$ cat src/rtl/ws2812_pkg.sv
// Shared types and constants for the WS2812 frame buffer: FSM encoding,
// pixel width, channel-order selectors and derived timing helpers.
package ws2812_pkg;

  localparam int PIX_W = 24;

  localparam bit ORDER_RGB = 1'b0;
  localparam bit ORDER_GRB = 1'b1;

  typedef enum logic [2:0] {
    ST_IDLE      = 3'd0,
    ST_FETCH     = 3'd1,
    ST_SCALE     = 3'd2,
    ST_SEND      = 3'd3,
    ST_WAIT_DONE = 3'd4,
    ST_LATCH     = 3'd5
  } state_e;

  function automatic int latch_cyc(input int clk_freq_hz, input int reset_us);
    return (clk_freq_hz / 1000000) * reset_us;
  endfunction

  // Address bits needed to index exactly LED_NUM RAM entries.
  function automatic int idx_w(input int n);
    return (n > 1) ? $clog2(n) : 1;
  endfunction

  // (c * (b + 1)) >> 8: b = 255 passes c through, b = 0 gives 0.
  function automatic logic [7:0] scale8(input logic [7:0] c, input logic [8:0] m);
    logic [15:0] p;
    p = {8'b0, c} * {7'b0, m};
    return p[15:8];
  endfunction

endpackage

$ cat src/rtl/ws2812_pixel_ram.sv
// One frame of pixels: single write port, single synchronous read-first port.
// Out-of-range writes are dropped so they cannot alias onto a real pixel.
module ws2812_pixel_ram
  import ws2812_pkg::*;
#(
  parameter int LED_NUM = 64,
  parameter int ADDR_W  = 6
) (
  input  logic                       clk,
  input  logic                       wr_en_i,
  input  logic [ADDR_W-1:0]          wr_addr_i,
  input  logic [PIX_W-1:0]           wr_data_i,
  input  logic                       rd_en_i,
  input  logic [idx_w(LED_NUM)-1:0]  rd_addr_i,
  output logic [PIX_W-1:0]           rd_data_o
);

  localparam int IDX_W = idx_w(LED_NUM);

  logic [PIX_W-1:0] mem_q [LED_NUM];
  logic [PIX_W-1:0] rd_data_q;
  logic             wr_ok;

  assign wr_ok = wr_en_i && ({1'b0, wr_addr_i} < (ADDR_W+1)'(LED_NUM));

  always_ff @(posedge clk) begin
    if (wr_ok) mem_q[wr_addr_i[IDX_W-1:0]] <= wr_data_i;
    if (rd_en_i) rd_data_q <= mem_q[rd_addr_i];
  end

  assign rd_data_o = rd_data_q;

endmodule

$ cat src/rtl/ws2812_frame_buffer.sv
// Frame buffer feeding the WS2812 RZ encoder: stores one frame, streams it
// pixel by pixel with brightness scaling and channel reorder, then holds the latch gap.
module ws2812_frame_buffer
  import ws2812_pkg::*;
#(
  parameter int LED_NUM     = 64,
  parameter int ADDR_W      = 6,
  parameter int CLK_FREQ_HZ = 50000000,
  parameter int RESET_US    = 300,
  parameter bit GRB_ORDER   = 1'b1
) (
  input  logic              clk,
  input  logic              rst_n,
  input  logic              wr_en,
  input  logic [ADDR_W-1:0] wr_addr,
  input  logic [PIX_W-1:0]  wr_data,
  input  logic [7:0]        brightness,
  input  logic              frame_start,
  output logic              busy,
  output logic              frame_done,
  output logic              data_ready,
  output logic              data_end,
  output logic [PIX_W-1:0]  RGB,
  input  logic              tx_done,
  output state_e            state_dbg
);

  localparam int LATCH_CYC = latch_cyc(CLK_FREQ_HZ, RESET_US);
  localparam int LAT_W     = $clog2(LATCH_CYC + 1);
  localparam int IDX_W     = idx_w(LED_NUM);

  state_e             state_q, state_d;
  logic [ADDR_W-1:0]  pix_cnt_q;
  logic               pending_q;
  logic [LAT_W-1:0]   lat_cnt_q;
  logic [7:0]         bright_q;
  logic [PIX_W-1:0]   rgb_q;
  logic [PIX_W-1:0]   ram_rdata;
  logic [PIX_W-1:0]   rgb_scaled;
  logic [8:0]         scale_mul;
  logic [7:0]         ch_r, ch_g, ch_b;
  logic               start_ok, last_pix, last_lat;

  assign start_ok = frame_start || pending_q;
  assign last_pix = (pix_cnt_q == ADDR_W'(LED_NUM - 1));
  assign last_lat = (lat_cnt_q == LAT_W'(LATCH_CYC - 1));

  ws2812_pixel_ram #(.LED_NUM(LED_NUM), .ADDR_W(ADDR_W)) u_ram (
    .clk       (clk),
    .wr_en_i   (wr_en),
    .wr_addr_i (wr_addr),
    .wr_data_i (wr_data),
    .rd_en_i   (state_q == ST_FETCH),
    .rd_addr_i (pix_cnt_q[IDX_W-1:0]),
    .rd_data_o (ram_rdata)
  );

  assign scale_mul  = {1'b0, bright_q} + 9'd1;
  assign ch_r       = scale8(ram_rdata[23:16], scale_mul);
  assign ch_g       = scale8(ram_rdata[15:8], scale_mul);
  assign ch_b       = scale8(ram_rdata[7:0], scale_mul);
  assign rgb_scaled = (GRB_ORDER == ORDER_GRB) ? {ch_g, ch_r, ch_b} : {ch_r, ch_g, ch_b};

  always_ff @(posedge clk) begin
    if (!rst_n) state_q <= ST_IDLE;
    else        state_q <= state_d;
  end

  always_ff @(posedge clk) begin
    if (!rst_n) begin
      pix_cnt_q <= '0;
      pending_q <= 1'b0;
      lat_cnt_q <= '0;
      bright_q  <= '0;
      rgb_q     <= '0;
    end else begin
      case (state_q)
        ST_IDLE: if (start_ok) begin
          bright_q  <= brightness;
          pix_cnt_q <= '0;
          pending_q <= 1'b0;
          lat_cnt_q <= '0;
        end
        ST_SCALE:     rgb_q <= rgb_scaled;
        ST_WAIT_DONE: if (tx_done && !last_pix) pix_cnt_q <= pix_cnt_q + 1'b1;
        ST_LATCH:     lat_cnt_q <= lat_cnt_q + 1'b1;
        default: ;
      endcase
      // A request while a frame is in flight is remembered once; repeats merge.
      if (frame_start && state_q != ST_IDLE) pending_q <= 1'b1;
    end
  end

  always_comb begin
    state_d = state_q;
    case (state_q)
      ST_IDLE:      if (start_ok) state_d = ST_FETCH;
      ST_FETCH:     state_d = ST_SCALE;
      ST_SCALE:     state_d = ST_SEND;
      ST_SEND:      state_d = ST_WAIT_DONE;
      ST_WAIT_DONE: if (tx_done) state_d = last_pix ? ST_LATCH : ST_FETCH;
      ST_LATCH:     if (last_lat) state_d = ST_IDLE;
      default:      state_d = ST_IDLE;
    endcase
  end

  // Encoder handshake: data_ready pulses one cycle with RGB valid; the encoder
  // answers with a one-cycle tx_done when those 24 bits are on the wire.
  always_comb begin
    busy       = 1'b0;
    frame_done = 1'b0;
    data_ready = 1'b0;
    data_end   = 1'b0;
    case (state_q)
      ST_IDLE: ;
      ST_SEND: begin
        busy       = 1'b1;
        data_ready = 1'b1;
      end
      ST_LATCH: begin
        data_end   = 1'b1;
        frame_done = last_lat;
        busy       = !last_lat;
      end
      default: busy = 1'b1;
    endcase
  end

  assign RGB       = rgb_q;
  assign state_dbg = state_q;

endmodule

$ cat config.mk
export PLATFORM = sky130hd
export DESIGN_NAME = ws2812_frame_buffer
export DESIGN_NICKNAME = d
export VERILOG_FILES = /design/src/rtl/ws2812_pkg.sv /design/src/rtl/ws2812_pixel_ram.sv /design/src/rtl/ws2812_frame_buffer.sv
export SDC_FILE = /design/constraint.sdc
export NUM_CORES = 2
export LEC_CHECK = 0
export ABC_CLOCK_PERIOD_IN_PS = 14800
export CORE_UTILIZATION = 35
export CTS_BUF_LIST = sky130_fd_sc_hd__clkbuf_2 sky130_fd_sc_hd__clkbuf_4 sky130_fd_sc_hd__clkbuf_8
export CTS_CLUSTER_SIZE = 10
export DETAILED_ROUTE_END_ITERATION = 10
export GPL_ROUTABILITY_DRIVEN = 0
export PLACE_DENSITY = 0.47
export SYNTH_ARGS = -nofsm -noshare
export SYNTH_HDL_FRONTEND = slang
export SYNTH_SLANG_ARGS = --single-unit
$ cat constraint.sdc
create_clock -name clk -period 14.8 [get_ports clk]
set_input_delay 4.44 -clock clk [delete_from_list [all_inputs] [get_ports clk]]
set_output_delay 4.44 -clock clk [all_outputs]
set_load 0.01 [all_outputs]
# [Word-level counts from Yosys, hierarchy flattened]
# Memory sizes are Yosys's and may differ from the RTL's. A register that Yosys moved wholly into a read port is not among the register bits.
# Index checks and enable logic that the tools add are counted.
[totals] regBits=56 ram_bits=1536 latchBits=0 wordCells=59 n_memories=1 mem_bits_ro=0
[op_classes] order_cmp=0 n_addsub=3 n_div=0 reduce_logical=16 mul=3 n_mux=19 shift=0 bitwise_logic=0 n_eq_ne=11
[memory_table] name="u_ram.mem_q" depth=64 word_bits=24 read_ports=1 rd_clocked_by_memory_dff=1 wr=1 line_no="ws2812_pixel_ram.sv:20" text="logic [PIX_W-1:0] mem_q [LED_NUM];"
[op_table] cell="multiplier 8 x 9 -> 16 bit" count=3
[op_table] cell="one-hot mux 14 bit (2 select lines)" count=1
[op_table] cell="one-hot mux 3 bit (6 select lines)" count=1
[op_table] cell="adder 14 x 1 -> 14 bit (second input constant)" count=1
[op_table] cell="equality test 14 bit (second input constant)" count=1
[op_table] cell="2-to-1 mux 14 bit" count=1
[op_table] cell="2-to-1 mux 3 bit" count=4
[op_table] cell="2-to-1 mux 6 bit" count=2
[op_table] cell="one-hot mux 6 bit (2 select lines)" count=1
[op_table] cell="adder 8 x 1 -> 9 bit (second input constant)" count=1
[op_table] cell="2-to-1 mux 1 bit" count=8
[op_table] cell="inequality test 2 bit (second input constant)" count=4
[op_table] cell="nonzero test 2 bit" count=4
[op_table] cell="adder 6 x 1 -> 6 bit (second input constant)" count=1
[op_table] cell="equality test 3 x 2 -> 1 bit (second input constant)" count=2
[op_table] cell="equality test 3 bit (second input constant)" count=2
[op_table] cell="equality test 6 bit (second input constant)" count=1
[op_table] cell="AND reduction 2 bit" count=3
[op_table] cell="AND reduction 3 bit" count=2
[op_table] cell="equality test 3 x 1 -> 1 bit (second input constant)" count=1
[op_table] cell="logical NOT 3 bit" count=1
[op_table] cell="nonzero test 3 bit" count=1
[op_table] cell="logical AND 1 bit" count=2
[op_table] cell="logical NOT 1 bit" count=2
[op_table] cell="2 further kinds" count=2

# [Logic depth before layout (Yosys ltp)]
[logic_depth] depth_word=5 mapped_depth=21

# [By module]
# A second synthesis with hierarchy kept.
[unflattened] hier_cells=3662 area_unflattened_um2=68486.9
[modules_own_cells] mod="ws2812_pixel_ram" cells_each=2610 instances=1 area_each_um2=59535.8
[modules_own_cells] mod="ws2812_frame_buffer" cells_each=1052 instances=1 area_each_um2=8951.1

# [Least setup slack after synthesis]
# No wires, ideal clock.
[synth_timing] path_type="input-to-reg" start="input wr_addr[5]" end="memory u_ram.mem_q[48][0] (enable)" setup_time_ns=0.435 path_slack_ns=7.585 arrival_time_ns=6.780 path_stages=4 cell_sequence="clkbuf_1 nand3_1 or3_1 nor3_1"
[synth_rtl] element="from (decl)" line_no="ws2812_frame_buffer.sv:15" text="input logic [ADDR_W-1:0] wr_addr,"
[synth_rtl] element="to (decl)" line_no="ws2812_pixel_ram.sv:20"
# Straight into the memory's write port.

# [Final worst setup path]
[layout_timing] start="register lat_cnt_q[0]" end="output frame_done"
[layout_between] elab_chain_cells=2
[layout_lines] element="from (decl)" line_no="ws2812_frame_buffer.sv:35" text="logic [LAT_W-1:0] lat_cnt_q;"
[layout_lines] element="from (signal assigned)" line_no="ws2812_frame_buffer.sv:86" text="ST_LATCH: lat_cnt_q <= lat_cnt_q + 1'b1;"
[layout_lines] element="equality test 14 bit" line_no="ws2812_frame_buffer.sv:46" text="assign last_lat = (lat_cnt_q == LAT_W'(LATCH_CYC - 1));"
[layout_lines] element="2-to-1 mux 1 bit" line_no="ws2812_frame_buffer.sv:114" text="case (state_q)"
[layout_lines] element="to (decl)" line_no="ws2812_frame_buffer.sv:20" text="output logic frame_done,"
# No other way between the ends.

==> reports/results.txt <==
Clock latency at the later pin of the worst-skew pair: 1020 ps
# port buffers: 73
GR Util All Layers: 0.194
Vias per cell: 5.24
Layout Nets: 4,247
FMAX: 136 MHz
Skew final: 87.7 ps
Crit path required time: 10,360 ps
Syn nets: 3,964
DR DRC count: 0
VDD IR-drop max: 0.000111 V
Largest net degree at the start of global routing: 91
Ys async rst share: 0
Critical path type: flip-flop to primary output
Crit path arrival time: 2930 ps
Setup crit end kind: primary output
Number of synthesized flops with an enable pin: 1,560
Die ar.: 197,000 um^2
Final Setup Violations: 0
Fin util: 0.402
Crit Path Max Fanout: 4
Violated checks: capacitance limit, slew limit
Max_cap viols: 1
Slew Viols, Final: 1
Initial drt markers: 3,290
Hold slack: 448 ps
Post-CTS Setup Inserts: 0
Root buffer cell: clkbuf_8
Leakage power: 24.9 nW
Synthesized flop and latch total: 1,616
CTS tree: yes
Rel. slew slack: -0.00686
Filler cells: 17,500
CTS Sinks: 1,616
Die H: 444 um
Final hold vios: 0
Mapped Avg Cell Area: 18.5 um^2
Worst-margin pin slew: 1470 ps
Routed WL: 192 mm
Chip width: 444 um
Dpl cell area: 72,400 um^2
Pwr Density: 148 nW/um^2
CTS Buf Count: 295
Status: finished, violations left
Final Cycle Share: 0.498
H-tree levels: 5
Syn Inst Count: 3,702
CP startpoint kind: flip-flop
First-pass DRT Iterations: 5
Fraction of layout cells with a size suffix above 1: 0.234
CTS clk-pin slew, worst paths: 60 ps
Synth warn: 0
Synth Cell Area: 68,400 um^2
Final Instance Area: 77,800 um^2
Initial antenna violation count: 16
Syn-to-layout area delta: 13.7%
PostCTS Resize Cnt: 0
Setup slack, reg-to-reg: 8900 ps
WL/cell: 28.6 um
Routed Antenna Nets: 0
RSZ-0062 raised after global routing: no
Worst hold path class: flip-flop to flip-flop
Setup TNS: 0 ps
Min cycle time layout: 7370 ps
Initial core utilization: 0.354
Pwr Total: 11.5 mW
Dominant synthesized flop cell: edfxtp_1
Hold-fix buffers, CTS: 0
Grt total ovfl: 0
I/O pin count: 74
CTS Buffer Depth: 4
Distinct cells, synth: 63
Seq/Total Area, Yosys: 0.701
Vias in the first global route: 35,900
DPL Wire Length: 112 mm
Row Count: 161
Core footprint: 193,000 um^2
First-pass GRT wire length: 272 mm
Vias: 35,200
registers in the layout (all words and copies together), names as in the netlist:
register         count
u_ram.mem_q       1536
u_ram.rd_data_o     24
pix_cnt_q            6
lat_cnt_q           14
bright_q             8
state_dbg            3
RGB                 24
pending_q            1
synth_stat cells, types with 5 or more instances:
| cell | n | area share |
|---|---|---|
| fa_1 | 120 | 0.035 |
| nor3_1 | 8 | 0.00059 |
| and3_1 | 7 | 0.00064 |
| nor2b_1 | 25 | 0.0023 |
| edfxtp_1 | 1560 | 0.68 |
| ha_1 | 99 | 0.018 |
| a2111oi_0 | 7 | 0.00090 |
| o21ai_1 | 6 | 0.00044 |
| nor2_1 | 104 | 0.0057 |
| clkbuf_1 | 85 | 0.0047 |
| o22ai_1 | 51 | 0.0047 |
| inv_1 | 161 | 0.0088 |
| xor2_1 | 14 | 0.0018 |
| mux2i_1 | 248 | 0.036 |
| buf_2 | 57 | 0.0042 |
| o21a_1 | 10 | 0.0011 |
| nand4_1 | 9 | 0.00082 |
| nand2b_1 | 16 | 0.0015 |
| a22oi_1 | 11 | 0.0012 |
| buf_4 | 25 | 0.0027 |
| a21oi_1 | 48 | 0.0035 |
| and2_1 | 161 | 0.015 |
| a31oi_1 | 7 | 0.00064 |
| or3_1 | 5 | 0.00046 |
| buf_1 | 5 | 0.00027 |
| xnor2_1 | 25 | 0.0032 |
| a21boi_0 | 11 | 0.0012 |
| nand2_1 | 141 | 0.0077 |
| nand3_1 | 42 | 0.0031 |
| and4b_1 | 6 | 0.00088 |
| dfxtp_1 | 56 | 0.016 |
| buf_6 | 17 | 0.0028 |
| mux4_2 | 314 | 0.10 |
| o21ai_0 | 89 | 0.0065 |
| a211oi_1 | 47 | 0.0052 |
| o221ai_1 | 28 | 0.0036 |
| a221o_1 | 12 | 0.0018 |
| a21o_1 | 6 | 0.00066 |
| mux2_2 | 15 | 0.0025 |
per-layer routing:
metal,wire length [um],GRT usage
met1,86300,0.275
met2,91000,0.307
met3,10700,0.0371
met4,4380,0.0510
met5,0,0
logic make-up after synthesis:
kind of cell               count (synthesis)  synth area share
buffers and inverters                    352            0.0240
adders and majority gates                219            0.0532
and+or+nand+nor                          543            0.0405
muxes                                    577             0.142
AOI/OAI and AO/OA                        356            0.0344
xor gates and xnor gates                  39           0.00499
DFF                                     1616             0.701
layout by cell type (no fill, tap or decap), types with 51 or more instances in the layout:
| cell | count |
|---|---|
| o22ai_1 | 51 |
| ha_1 | 99 |
| and2_1 | 161 |
| o21ai_0 | 89 |
| buf_4 | 104 |
| edfxtp_1 | 1560 |
| mux4_2 | 314 |
| mux2i_1 | 248 |
| clkbuf_8 | 300 |
| clkbuf_4 | 101 |
| inv_1 | 161 |
| fa_1 | 120 |
| clkinv_1 | 57 |
| nand2_1 | 140 |
power by group:
part	switching, mW	total, mW	internal [mW]	leakage, nW
combinational	1.32	2.30	0.975	7.54
clock	1.82	3.99	2.17	2.85
sequential	0.0964	5.20	5.10	14.5
per-stage QoR:
| stage | std cells | setup WS (ps) |
|---|---|---|
| after floorplan | 3702 | 7590 |
| after global placement | 6214 | 7190 |
| after detailed placement | 6214 | 7020 |
| after CTS | 6705 | 7310 |
| after global routing | 6706 | 7210 |
| final | 6714 | 7430 |
worst max-delay path: stages, from the launching register on:
cell and delay (ps):
dfxtp_1 380, ha_1 240, nand4_1 110, nor3b_1 250, nand4_1 220, nor2_1 190
clkdlybuf4s50_1 560
layout make-up:
| class | count | area, um^2 | share of cell area |
|---|---|---|---|
| tap | 2526 | 3160 | 0.0406 |
| inverter | 161 | 604 | 0.00777 |
| sequential | 1616 | 48000 | 0.617 |
| multi-input combinational | 1734 | 19200 | 0.247 |
| clock buffer | 401 | 4890 | 0.0628 |
| clock inverter | 90 | 475 | 0.00611 |
| timing repair buffer | 177 | 1450 | 0.0187 |
| antenna | 9 | 22.5 | 0.000289 |
path summary, 6_finish.rpt:
kind | endpoint | start | cells after the start
hold / removal | RGB[8] | RGB[8] | 2
hold reg to reg | RGB[8] | RGB[8] | 2
setup reg to reg | RGB[6] | bright_q[0] | 21
setup / recovery | frame_done | lat_cnt_q[0] | 6
No activity file was read; power rests on OpenSTA's default activity.
